===== config.mk =====
export PLATFORM = sky130hd
export DESIGN_NAME = mem_port_arbiter
export DESIGN_NICKNAME = d
export VERILOG_FILES = /design/src/rtl/mem_port_arbiter.sv
export SDC_FILE = /design/constraint.sdc
export NUM_CORES = 1
export LEC_CHECK = 0
export CAP_MARGIN = 10
export CORE_MARGIN = 2
export CORE_UTILIZATION = 37
export DETAILED_ROUTE_END_ITERATION = 10
export GPL_TIMING_DRIVEN = 0
export HOLD_SLACK_MARGIN = 0.08
export PLACE_DENSITY = 0.78
export SYNTH_ARGS = -nofsm -noshare
export SYNTH_HDL_FRONTEND = slang
export SYNTH_SLANG_ARGS = --single-unit

===== constraint.sdc =====
create_clock -name clk -period 1.7 [get_ports clk]
set_clock_uncertainty 0.1 [all_clocks]
set_input_delay 0.425 -clock clk [delete_from_list [all_inputs] [get_ports clk]]
set_output_delay 0.425 -clock clk [all_outputs]
set_load 0.1 [all_outputs]

===== src/rtl/mem_port_arbiter.sv =====
// Shares one fixed-latency single-ported SRAM between fetch (read-only) and memory stage (read/write), MEM has priority.
// Latency: ready pulses WAIT_CYCLES+1 cycles after the request is sampled in IDLE; grants are spaced WAIT_CYCLES+2 apart.
// Backpressure: requesters hold their request until ready; freeze outputs stall their pipeline stages meanwhile.
module mem_port_arbiter #(
    parameter int WAIT_CYCLES = 5,
    parameter int ADDR_W      = 16
) (
    input  logic              clk,
    input  logic              rst,
    input  logic              if_req,
    input  logic [31:0]       if_addr,
    output logic [31:0]       if_rdata,
    output logic              if_ready,
    output logic              if_freeze,
    input  logic              mem_rd_en,
    input  logic              mem_wr_en,
    input  logic [31:0]       mem_addr,
    input  logic [31:0]       mem_wdata,
    output logic [31:0]       mem_rdata,
    output logic              mem_ready,
    output logic              mem_freeze,
    output logic              sram_en,
    output logic              sram_we,
    output logic [ADDR_W-1:0] sram_addr,
    output logic [31:0]       sram_wdata,
    input  logic [31:0]       sram_rdata
);
    typedef enum logic [1:0] {IDLE, ACCESS, DONE} state_t;

    localparam logic [3:0] LAST_CNT = 4'(WAIT_CYCLES - 1);

    state_t            state;
    logic              grant_mem;
    logic              we_q;
    logic [3:0]        cnt;
    logic [ADDR_W-1:0] addr_q;
    logic [31:0]       wdata_q;
    logic              mem_req;
    logic              unused_addr_bits;

    assign mem_req = mem_rd_en | mem_wr_en;
    assign unused_addr_bits = ^{if_addr[31:ADDR_W+2], if_addr[1:0],
                                mem_addr[31:ADDR_W+2], mem_addr[1:0]};

    always_ff @(posedge clk) begin
        if (rst) begin
            state     <= IDLE;
            grant_mem <= 1'b0;
            we_q      <= 1'b0;
            cnt       <= 4'd0;
            addr_q    <= '0;
            wdata_q   <= 32'd0;
            if_rdata  <= 32'd0;
            mem_rdata <= 32'd0;
        end else begin
            case (state)
                IDLE: begin
                    if (mem_req) begin
                        // A simultaneous read+write is serviced as a write.
                        grant_mem <= 1'b1;
                        we_q      <= mem_wr_en;
                        addr_q    <= mem_addr[ADDR_W+1:2];
                        wdata_q   <= mem_wdata;
                        cnt       <= 4'd0;
                        state     <= ACCESS;
                    end else if (if_req) begin
                        grant_mem <= 1'b0;
                        we_q      <= 1'b0;
                        addr_q    <= if_addr[ADDR_W+1:2];
                        cnt       <= 4'd0;
                        state     <= ACCESS;
                    end
                end
                ACCESS: begin
                    cnt <= cnt + 4'd1;
                    if (cnt == LAST_CNT) begin
                        if (!we_q) begin
                            if (grant_mem) mem_rdata <= sram_rdata;
                            else           if_rdata  <= sram_rdata;
                        end
                        state <= DONE;
                    end
                end
                DONE:    state <= IDLE;
                default: state <= IDLE;
            endcase
        end
    end

    assign sram_en    = (state == ACCESS);
    assign sram_we    = (state == ACCESS) & we_q;
    assign sram_addr  = addr_q;
    assign sram_wdata = wdata_q;

    assign if_ready   = (state == DONE) & ~grant_mem;
    assign mem_ready  = (state == DONE) &  grant_mem;
    assign if_freeze  = if_req  & ~if_ready;
    assign mem_freeze = mem_req & ~mem_ready;
endmodule


==> results.sh <==
export IMPL_fin_crit_sh=1.135
export IMPL_setup_violations=6
export IMPL_hold_depth=3
export IMPL_io_pins=251
export IMPL_via_per_inst=5.038
export IMPL_ys_top_cells_by_area="dfxtp_1 48%, mux2i_1 13%, nand2b_1 12%, a21oi_1 5.3%, nand3_1 3.5%"
export IMPL_worst_path_stages=3
export IMPL_crit_path_max_fanout=4
export IMPL_hold_path_class="input pin to flop"
export IMPL_syn_mean_instance_area_sq_um=9.347
export IMPL_cts_buffer_depth=2
export IMPL_drv_slew=0
export IMPL_hpwl_mm=11.90
export IMPL_final_nets=924
export IMPL_fin_crit_ns=1.929
export IMPL_power_share_switching=0.2883
export IMPL_die_area_sq_mm=0.01459
export IMPL_ant_nets=0
export IMPL_wl_per_cell_um=16.62
export IMPL_crit_chain="clkdlybuf4s50_1, nor2b_4, buf_12"
export IMPL_yosysTopAreaCell="dfxtp_1"
export IMPL_yosysSeqAreaShare=0.4760
export IMPL_clk_latency_ns=0.41
export IMPL_pwr_share_comb=0.185
export IMPL_syn_num_nets=675
export IMPL_setup_tns_ns=-0.9771
export IMPL_reg2reg_slack_ns=0.03
export IMPL_final_util=0.6108
export IMPL_vdd_drop_max_v=0.0006547
export IMPL_rows=42
export IMPL_crit_slowest_cell="clkdlybuf4s50_1"
export IMPL_worstSetupStartpointType="input pin"
export IMPL_power_w=0.007947
export IMPL_clkTransAtPathRegs_ns=0.05
export IMPL_pwr_share_clk=0.441
export IMPL_maxCapViolCount=0
export IMPL_grt_max_degree=17
export IMPL_grt_use_total=0.2231
export IMPL_relSlewSlack=0.5323
export IMPL_drc=0
export IMPL_p_int_w=0.005656
export IMPL_globalplace_congestion=0.8289
export IMPL_worst_r2r_cell_count=4
export IMPL_cts_htree_levels=4
export IMPL_cp_data_arrival_time_ns=1.40
export IMPL_grt_pass1_wl_mm=25.50
export IMPL_seqPwrFrac=0.373
export IMPL_drt_iter0_drc=219
export IMPL_fillers=1160
export IMPL_powerDensity_mw_per_mm2=978.7
export IMPL_endpoint_kind="output pin"
export IMPL_criticalPathCategory="input pin to output pin"
export IMPL_dr_pass1_iters=4
export IMPL_drive_above_1_share=0.2718
export IMPL_worst_slack_ns=-0.2294
export IMPL_core_area_sq_mm=0.01330
export IMPL_power_switching_w=0.002291
export IMPL_synth_top_area_share=0.4760
export IMPL_cts_tree="built"
export IMPL_yosys_warnings=0
export IMPL_syn_inst=540
export IMPL_r2r_start="state[0]"
export IMPL_cts_root_buf="clkbuf_16"
export IMPL_grt_antenna_before_repair=0
export IMPL_synth_cell_types=36
export IMPL_r2r_end="cnt[2]"
export IMPL_floorplan_initialDensity=0.3796
export IMPL_drt_wl_total_mm=16.26
export IMPL_io_buffers=217
export IMPL_cp_num_buf_inv=2
export IMPL_required_ns=1.17
export IMPL_clock_fmax_mhz=518.3
export IMPL_run_status="finished, violations left"
export IMPL_synth_seq_cells=120
export IMPL_violations="negative setup slack"
export IMPL_crit_end="if_freeze"
export IMPL_hold_viol=0
export IMPL_rsz0062_at_grt="yes"
export IMPL_startpoint="if_req"
export IMPL_worstMarginPinSlew_ns=0.6952
export IMPL_slowest_delay_ns=0.59
export IMPL_synth_cell_area_sq_mm=0.005047
export IMPL_fin_area_sq_mm=0.008120
export IMPL_area_growth_pct=60.88
export IMPL_fp_dieH_um=120.8
export IMPL_grt_pass1_vias=5117
export IMPL_dr_total_vias=4927
export IMPL_post_place_ws_ns=-1.554
export IMPL_num_antenna_cells=0
export IMPL_layout_common_cells="115 x buf_4, 115 x dfxtp_1, 97 x clkdlybuf4s50_1"
export IMPL_cts_made_buffers=17
export IMPL_grt_remaining_overflow=0
export IMPL_critPathTopFamily="buffers and inverters"
export IMPL_leakage_nw=3.510
export IMPL_clock_sinks=120
export IMPL_dpl_instance_area_sq_mm=0.007481
export IMPL_die_w_um=120.8
==> synthesized netlist by cell type <==
cell type / n
inv_1: 2
or3b_1: 1
o21ai_1: 7
buf_1: 1
ha_1: 2
nor3_1: 1
nand2b_1: 96
o21ai_0: 32
a311oi_1: 16
a2111oi_0: 1
dfxtp_1: 120
or3_1: 1
nor4_1: 1
and2_1: 1
mux2i_1: 64
nor2b_4: 1
and3_1: 1
nor3b_1: 2
buf_2: 18
or2_2: 1
nor2_4: 1
nor2b_1: 2
clkbuf_1: 24
a31oi_1: 1
and4b_4: 1
nand4b_2: 1
nand2_1: 37
buf_6: 5
nor2_1: 5
buf_4: 1
nand3_1: 35
or2_1: 1
buf_12: 1
a21oi_1: 53
clkbuf_2: 1
and3b_1: 2
==> cell type report <==
cell class	instances	area (sq um)	area share
clock buffers	23	478.0	0.05886
multi-input cells	367	2440	0.3005
clock inverters	9	97.59	0.01202
flip-flops and latches	120	2414	0.2972
inverters	2	7.507	0.0009245
plain buffers	47	321.6	0.03960
well taps	176	220.2	0.02712
repair buffers	234	2142	0.2638
==> how the worst min path moves through the flow <==
stage	from	to	slack, ns
final	mem_wr_en	we_q	0.29
after global routing	mem_wr_en	we_q	0.30
after CTS	sram_wdata[3]	sram_wdata[3]	0.37
after detailed placement	mem_rdata[9]	mem_rdata[9]	0.37
after global placement	if_rdata[31]	if_rdata[31]	0.36
after floorplan	cnt[0]	cnt[0]	0.38
==> sequential cells by signal, indices dropped and copies added (netlist names) <==
| name | cells |
|---|---|
| sram_wdata | 32 |
| grant_mem | 1 |
| state | 2 |
| if_rdata | 32 |
| cnt | 4 |
| mem_rdata | 32 |
| sram_addr | 16 |
| we_q | 1 |
==> logic make-up (layout without fill, tap and decap cells) <==
family / Yosys count / count (layout) / share of synthesized area
simple gates: 191 / 191 / 0.2147
mux: 64 / 64 / 0.1269
compound gates: 110 / 110 / 0.1220
fa+ha+maj: 2 / 2 / 0.004957
flops: 120 / 120 / 0.4760
buf+inv: 53 / 315 / 0.05553
==> metrics by stage <==
step	hold slack [ns]	cells
3_3_place_gp	0.3598	933
4_1_cts	0.3709	976
3_5_place_dp	0.3653	933
6_report	0.2910	978
2_1_floorplan	0.3798	540
5_1_grt	0.3018	978
==> power groups by stage <==
stage	clock, W	combinational [W]	sequential [W]
detailed placement	0	0.00146	0.00302
floorplan	0	0.000363	0.00359
global route	0.00368	0.00154	0.00297
CTS	0.00355	0.00145	0.00296
global placement	0	0.00144	0.00301
finish	0.00351	0.00147	0.00297
==> worst min-delay path: cells and delay by family <==
family                 cells  cell delay [ns]
buffers and inverters      1             0.16
and+or+nand+nor            1             0.09
AOI/OAI and AO/OA          1             0.07
==> repair_timing <==
action	in CTS	in global routing
endpoints found under the hold margin	0	0
hold buffers	0	0
cloned	1	1
setup buffers	11	4
pin swaps	0	2
resized for setup	737	70
endpoints found under the setup margin	206	100
==> layer usage <==
| metal | track usage | wire length [um] |
|---|---|---|
| met1 | 0.2460 | 6482 |
| met4 | 0.09593 | 383 |
| met3 | 0.08160 | 1487 |
| met2 | 0.3849 | 7903 |
| met5 | 0 | 0 |
Power figures use the tool's default switching activity.
